--- config.mk ---
export PLATFORM = sky130hd
export DESIGN_NAME = serial_addsub
export DESIGN_NICKNAME = d
export VERILOG_FILES = /design/src/rtl/arith_pkg.sv /design/src/rtl/serial_addsub_add_digit.sv /design/src/rtl/serial_addsub.sv
export SDC_FILE = /design/constraint.sdc
export NUM_CORES = 1
export LEC_CHECK = 0
export CAP_MARGIN = 10
export CORE_UTILIZATION = 55
export CTS_CLUSTER_DIAMETER = 80
export DETAILED_ROUTE_END_ITERATION = 7
export HOLD_SLACK_MARGIN = 0.12
export PLACE_DENSITY_LB_ADDON = 0.1
export SKIP_CTS_REPAIR_TIMING = 1
export SYNTH_ARGS = -nofsm -noshare
export SYNTH_HDL_FRONTEND = slang
export SYNTH_HIERARCHICAL = 1
export SYNTH_SLANG_ARGS = --single-unit
--- constraint.sdc ---
create_clock -name clk -period 2.7 [get_ports clk]
set_clock_uncertainty 0.15 [all_clocks]
set_input_delay 0.54 -clock clk [delete_from_list [all_inputs] [get_ports clk]]
set_output_delay 0.54 -clock clk [all_outputs]
set_load 0.01 [all_outputs]
--- src/rtl/arith_pkg.sv ---
// Shared definitions for the serial arithmetic blocks: FSM state encoding,
// step/counter sizing helpers and a parameter legality check.
package arith_pkg;

    typedef enum logic [1:0] {
        IDLE = 2'd0,
        RUN  = 2'd1,
        DONE = 2'd2
    } state_t;

    // Number of digit steps needed to cover a full operand.
    function automatic int calc_steps(input int width, input int digit);
        if (digit > 0) begin
            return width / digit;
        end else begin
            return 1;
        end
    endfunction

    // Counter must be able to hold 0..STEPS.
    function automatic int cnt_width(input int width, input int digit);
        int steps;
        steps = calc_steps(width, digit);
        if (steps < 1) begin
            return 1;
        end else begin
            return $clog2(steps + 1);
        end
    endfunction

    // WIDTH >= 1, DIGIT >= 1 and DIGIT divides WIDTH.
    function automatic bit params_legal(input int width, input int digit);
        return (width >= 1) && (digit >= 1) && (digit <= width) && ((width % digit) == 0);
    endfunction

endpackage

--- src/rtl/serial_addsub_add_digit.sv ---
// Combinational DIGIT-bit ripple of full adders. Also exposes the carry into
// the top bit so the caller can form signed overflow on the final digit.
module add_digit #(
    parameter int DIGIT = 1
) (
    input  logic [DIGIT-1:0] x,
    input  logic [DIGIT-1:0] y,
    input  logic             ci,
    output logic [DIGIT-1:0] s,
    output logic             co,
    output logic             c_top
);

    logic [DIGIT:0] w_c;

    // Ripple the carry through DIGIT full adders.
    always_comb begin
        w_c    = '0;
        s      = '0;
        w_c[0] = ci;
        for (int i = 0; i < DIGIT; i++) begin
            s[i]     = x[i] ^ y[i] ^ w_c[i];
            w_c[i+1] = (x[i] & y[i]) | (x[i] & w_c[i]) | (y[i] & w_c[i]);
        end
        co    = w_c[DIGIT];
        c_top = w_c[DIGIT-1];
    end

endmodule

--- src/rtl/serial_addsub.sv ---
// Digit-serial adder/subtractor. Operands are latched on start, processed
// DIGIT bits per clock LSB first, and sum/cout/ovf are published together
// with a one-cycle done pulse. Outputs hold between operations.
module serial_addsub
    import arith_pkg::*;
#(
    parameter int WIDTH = 8,
    parameter int DIGIT = 1
) (
    input  logic             clk,
    input  logic             rst,
    input  logic             start,
    input  logic             sub,
    input  logic [WIDTH-1:0] a,
    input  logic [WIDTH-1:0] b,
    input  logic             cin,
    output logic             busy,
    output logic             done,
    output logic [WIDTH-1:0] sum,
    output logic             cout,
    output logic             ovf
);

    localparam int STEPS = calc_steps(WIDTH, DIGIT);
    localparam int CW    = cnt_width(WIDTH, DIGIT);
    localparam logic [CW-1:0] LAST_STEP = CW'(STEPS - 1);

    if (!params_legal(WIDTH, DIGIT)) begin : g_param_check
        $error("serial_addsub: WIDTH must be >= 1 and a multiple of DIGIT");
    end

    state_t           r_state;
    state_t           w_state_next;
    logic             r_busy;
    logic             r_done;
    logic             w_busy_next;
    logic             w_done_next;

    logic [WIDTH-1:0] r_a;
    logic [WIDTH-1:0] r_b;
    logic             r_carry;
    logic [CW-1:0]    r_cnt;
    logic [WIDTH-1:0] r_res;
    logic [WIDTH-1:0] r_sum;
    logic             r_cout;
    logic             r_ovf;

    logic             w_accept;
    logic             w_last;
    logic [DIGIT-1:0] w_s;
    logic             w_co;
    logic             w_ctop;
    logic [WIDTH-1:0] w_s_ext;
    logic [WIDTH-1:0] w_res_next;

    // A new operation is taken whenever the engine is not mid-run.
    assign w_accept = start && (r_state != RUN);
    assign w_last   = (r_cnt == LAST_STEP);

    add_digit #(.DIGIT(DIGIT)) u_add_digit (
        .x     (r_a[DIGIT-1:0]),
        .y     (r_b[DIGIT-1:0]),
        .ci    (r_carry),
        .s     (w_s),
        .co    (w_co),
        .c_top (w_ctop)
    );

    // Insert the fresh digit at the top of the result shift register.
    always_comb begin
        w_s_ext            = '0;
        w_s_ext[DIGIT-1:0] = w_s;
        w_res_next         = (r_res >> DIGIT) | (w_s_ext << (WIDTH - DIGIT));
    end

    // State register plus registered handshake outputs.
    always_ff @(posedge clk) begin
        if (rst) begin
            r_state <= IDLE;
            r_busy  <= 1'b0;
            r_done  <= 1'b0;
        end else begin
            r_state <= w_state_next;
            r_busy  <= w_busy_next;
            r_done  <= w_done_next;
        end
    end

    // Next-state decision.
    always_comb begin
        w_state_next = r_state;
        case (r_state)
            IDLE:    w_state_next = start ? RUN : IDLE;
            RUN:     w_state_next = w_last ? DONE : RUN;
            DONE:    w_state_next = start ? RUN : IDLE;
            default: w_state_next = IDLE;
        endcase
    end

    // Handshake outputs for the upcoming state.
    always_comb begin
        w_busy_next = 1'b0;
        w_done_next = 1'b0;
        case (w_state_next)
            RUN:     w_busy_next = 1'b1;
            DONE:    w_done_next = 1'b1;
            default: begin
                w_busy_next = 1'b0;
                w_done_next = 1'b0;
            end
        endcase
    end

    // Operand capture, digit-serial datapath and result publication.
    always_ff @(posedge clk) begin
        if (rst) begin
            r_a     <= '0;
            r_b     <= '0;
            r_carry <= 1'b0;
            r_cnt   <= '0;
            r_res   <= '0;
            r_sum   <= '0;
            r_cout  <= 1'b0;
            r_ovf   <= 1'b0;
        end else if (w_accept) begin
            // Subtraction is a + ~b + ~borrow, hence the inversions.
            r_a     <= a;
            r_b     <= sub ? ~b : b;
            r_carry <= cin ^ sub;
            r_cnt   <= '0;
            r_res   <= '0;
        end else if (r_state == RUN) begin
            r_a     <= r_a >> DIGIT;
            r_b     <= r_b >> DIGIT;
            r_carry <= w_co;
            r_cnt   <= r_cnt + CW'(1);
            r_res   <= w_res_next;
            if (w_last) begin
                r_sum  <= w_res_next;
                r_cout <= w_co;
                r_ovf  <= w_ctop ^ w_co;
            end
        end
    end

    assign busy = r_busy;
    assign done = r_done;
    assign sum  = r_sum;
    assign cout = r_cout;
    assign ovf  = r_ovf;

endmodule

== Word level (Yosys, flattened, before mapping) ==
Index checks and enable logic that the tools add are counted.

* Bits in registers: 43
* Bits of input ports: 21
* Output and inout port bits: 12
* Word-level logic and storage cells: 48

* $add $sub $neg: 1
* Eq/ne operators: 6
* Mux-type cells: 12
* Bitwise operators: 12
* Reductions and logical operators: 6

{| class="wikitable"
|+ Operator list
! operator !! count
|-
| 8-bit 2-to-1 mux || 5
|-
| 8-bit inverter || 1
|-
| 7-bit by 8-bit bitwise OR with 8-bit output || 1
|-
| 1-bit 2-to-1 mux || 5
|-
| 4-bit by 1-bit adder with 4-bit output, second input constant || 1
|-
| 2-bit by 1-bit equality test with 1-bit output, second input constant || 2
|-
| 2-bit equality test, second input constant || 2
|-
| 4-bit by 3-bit equality test with 1-bit output, second input constant || 1
|-
| 2-bit case mux with 2 select lines || 1
|-
| 2-bit OR reduction || 2
|-
| 1-bit bitwise XOR || 4
|-
| 1-bit bitwise AND || 3
|-
| 3-bit AND reduction || 1
|-
| 2-bit logical NOT || 1
|-
| 2-bit 2-to-1 mux || 1
|-
| 2-bit by 1-bit inequality test with 1-bit output, second input constant || 1
|-
| 1-bit bitwise OR || 2
|-
| 2-bit nonzero test || 1
|-
| 1-bit logical AND || 1
|-
| 1-bit inverter || 1
|}

== Depth between registers and ports, before layout ==
* Depth in word-level cells: 5
* Mapped depth: 5
* Mapped depth without buffers: 4

== By module ==
The synthesis kept the hierarchy.

{| class="wikitable"
|+ By module, submodules not included
! module !! instances !! cells each !! area each (sq um) !! seq. area each (sq um)
|-
| serial_addsub || 1 || 201 || 1776.7 || 840.8
|-
| add_digit || 1 || 2 || 27.5 || 0.0
|}

== Least setup slack after synthesis ==
OpenSTA, ideal clock, no wires.

* Path kind: input port to flip-flop
* Start point: input start
* End point: register r_b[6]
* Arrival: 1228 ps
* Required time: 2479 ps
* Setup slack: 1252 ps
* Stages: 5
* Cell sequence: buf_4 -> buf_4 -> nor2_1 -> a211o_1 -> a21oi_1

* Longest elaborated chain between the ends: 2

{| class="wikitable"
|+ Ends and longest elaborated chain
! item !! line !! text
|-
| start, declared || serial_addsub.sv:12 || <nowiki>input logic start,</nowiki>
|-
| 1-bit logical AND * || serial_addsub.sv:57 || <nowiki>assign w_accept = start && (r_state != RUN);</nowiki>
|-
| 8-bit 2-to-1 mux or 2-bit nonzero test (tied branches) || -- ||
|-
| end signal, assigned || serial_addsub.sv:128 || <nowiki>r_b <= sub ? ~b : b;</nowiki>
|-
| end signal, assigned || serial_addsub.sv:134 || <nowiki>r_b <= r_b >> DIGIT;</nowiki>
|-
| end, declared || serial_addsub.sv:40 || <nowiki>logic [WIDTH-1:0] r_b;</nowiki>
|}

Mark *: on every way between the ends. The rest lies on a longest branch, timed or not.
A chain may end at the register's enable or synchronous reset.

== Final worst setup path ==
* Start point: register r_ovf (netlist: ovf)
* End point: output ovf

{| class="wikitable"
|+ RTL lines
! item !! line !! text
|-
| start, declared || serial_addsub.sv:46 || <nowiki>logic r_ovf;</nowiki>
|-
| start signal, assigned || serial_addsub.sv:141 || <nowiki>r_ovf <= w_ctop ^ w_co;</nowiki>
|-
| end, declared || serial_addsub.sv:21 || <nowiki>output logic ovf</nowiki>
|}

No word-level cell between the ends.

==> flow_summary.yaml <==
power_and_ir_drop:
  max-vdd-ir-drop_mv: 0.370
  power_density_mw_per_mm2: 533
  power_frac_comb: 0.144
  p_clk_frac: 0.279
  p_seq_frac: 0.578
  intPower_mw: 0.855
  leakage_nw: 0.780
  p_sw_mw: 0.294
  sw_frac_of_total: 0.256
cells_and_area:
  nets: 251
  area_delta_synth_final_pct: 19.5
  diodes: 0
  fin_util: 0.700
  drive_gt1_frac: 0.0568
critical_path:
  crit_start: "ovf"
  startpoint_type: "register"
  crit_path_max_incr_delay_ps: 540
  r2r-end: "r_a[2]"
  cp_num_buf_inv: 1
  rrSetupSlack_ps: 960
  crit_end: "ovf"
  crit_cells: 1
  path_max_fanout: 2
  r2r_cells: 4
  worstSetupEndpointType: "primary output"
  cp_top_family: "buffers and inverters"
  worstPathCellList: "clkdlybuf4s50_1"
  critical_path_class: "reg2out"
  arrival_ps: 1250
  critical-path-slowest-cell: "clkdlybuf4s50_1"
  reg2reg_from: "r_state[1]"
  worst-endpoint-required_ps: 2010
timing:
  max_freq_mhz: 516
  hold_viol_final: 0
  rsz0062_at_grt: "false"
  worst_slew_pin_slew_ps: 681
  setup_tns_ps: 0
  drv_slew: 0
  finalCritPeriodShare: 0.717
  slew_headroom: 0.546
  post-route-min-period_ps: 1940
  setup_viol: 0
detailed_routing:
  drc: 0
  vias: 1481
  dr.pass1.iters: 4
  drtIter0Drc: 73
  avgViaCountPerCell: 5.42
  drtAntennaViolNets: 0
  wl_per_cell_um: 12.8
  routed_wl_um: 3500
yosys:
  synth_nets: 226
  ys_types: 27
  synth_seq_cells: 42
  yosysWarningCount: 6
  synth_ff_type: "dfxtp_1"
  synthCells: 203
  synth_edf_count: 0
  async_flop_share: 0
  yosys.area.top_type: "dfxtp_1"
  synth_top_area_frac: 0.466
  synth.cell_area_mm2: 0.00180
  syn_avg_cell_area_um2: 8.89
  yosysSeqAreaShare: 0.466
  synth_area_leaders: "dfxtp_1 (47%), a21oi_1 (7.8%), xnor2_1 (5.3%)"
clocking:
  clk_latency_ps: 350
  cts_htree_levels: 2
  clkSlewWorstSetupHoldPaths_ps: 120
  clockBufferDepth: 2
  clockRootBuffer: "clkbuf_4"
  cts_made_buffers: 5
  clock-sinks: 42
  cts_tree: "done"
place:
  place_hpwl_um: 2340
  gp_congestion: 0.770
  portBuffers: 32
die:
  row_count: 20
  die_w_um: 59.3
  die_area_mm2: 0.00351
  io_pins: 33
  core_area_mm2: 0.00308
  start_util: 0.586
  die_h_um: 59.3
global_route:
  grt_first_pass_wirelength_um: 5980
  grt_util_met1: 0.246
  grt_pass1_vias: 1427
  grt-busiest-layer: "met2"
  met3_usage: 0.0393
  antenna_found_initial: 0
  grt_use_met2: 0.429
  grt_max_degree: 29
  overflow: 0
  grt_use_total: 0.227
outcome:
  outcome: "complete, no violations"
hold_path:
  hp-class: "reg2reg"
flow_run:
  maxCapViolCount: 0
==> stage by stage <==
stage	instances	setup WS (ps)	hold WS (ps)	power, mW	area (µm²)
floorplan	203	1250	282	0.796	1800
global placement	265	616	285	0.834	2100
detailed placement	265	466	295	0.843	2100
CTS	273	754	312	1.16	2160
global route	273	715	325	1.20	2160
finish	273	763	310	1.15	2160
==> power by group through the flow <==
stage / Clock [mW] / Sequential (mW) / Combinational, mW
2_1_floorplan: 0 / 0.674 / 0.122
3_3_place_gp: 0 / 0.676 / 0.158
3_5_place_dp: 0 / 0.677 / 0.166
4_1_cts: 0.327 / 0.663 / 0.167
5_1_grt: 0.352 / 0.667 / 0.185
6_report: 0.320 / 0.664 / 0.165
==> registers in the layout (all words and copies together) (netlist names) <==
signal   flops
cout         1
r_res        7
r_state      2
ovf          1
r_b          8
done         1
r_carry      1
sum          8
r_cnt        4
busy         1
r_a          8
==> area by class of cell <==
type	instances	area, µm²
Tap cell	44	55.1
Clock buffer	7	55.1
Fill cell	273	922
Sequential cell	42	841
Clock inverter	1	5.00
Timing Repair Buffer	37	358
Multi-Input combinational cell	142	842
==> cell families after synthesis <==
group / after synthesis / share of synthesized area
DFF: 42 / 0.466
muxes: 8 / 0.0444
xor gates and xnor gates: 12 / 0.0583
and+or+nand+nor: 64 / 0.155
adders and majority gates: 2 / 0.0180
AOI/OAI and AO/OA: 56 / 0.191
buffers and inverters: 19 / 0.0673
==> placed cells by master (no fill, tap or decap), types with 7 or more instances in the layout <==
master,count
dfxtp_1,42
clkdlybuf4s50_1,32
a21oi_1,28
nand2_1,24
nor2_1,20
xnor2_1,11
nand3_1,10
o21ai_0,10
mux2i_1,8
a211o_1,8
a211oi_1,7
==> cell usage after synthesis, types with 2 or more instances <==
cell type and count:
dfxtp_1 42, o21ai_0 10, a21oi_1 28, nand3b_1 2, buf_2 7, buf_6 3
xnor2_1 11, clkbuf_1 4, nor2_1 20, a211oi_1 7, buf_4 5, nor3_1 3
nand3_1 10, a211o_1 8, nand2_1 24, mux2i_1 8
==> routing by layer <==
layer	share of wire	wire length (µm)	vias to the layer above
met4	0.015	54	0
met3	0.035	121	7
li1	-	-	749
met2	0.51	1800	29
met5	0	0	-
met1	0.44	1520	696
==> worst min path at each step <==
| stage | startpoint | endpoint | slack [ps] | depth (start not counted) |
|---|---|---|---|---|
| floorplan | r_b[1] | r_b[0] | 280 | 2 |
| global placement | r_b[2] | r_b[1] | 290 | 2 |
| detailed placement | r_b[2] | r_b[1] | 300 | 2 |
| CTS | r_b[2] | r_b[1] | 310 | 2 |
| global route | r_b[2] | r_b[1] | 320 | 2 |
| finish | r_b[2] | r_b[1] | 310 | 2 |
Power figures use the tool's default switching activity.
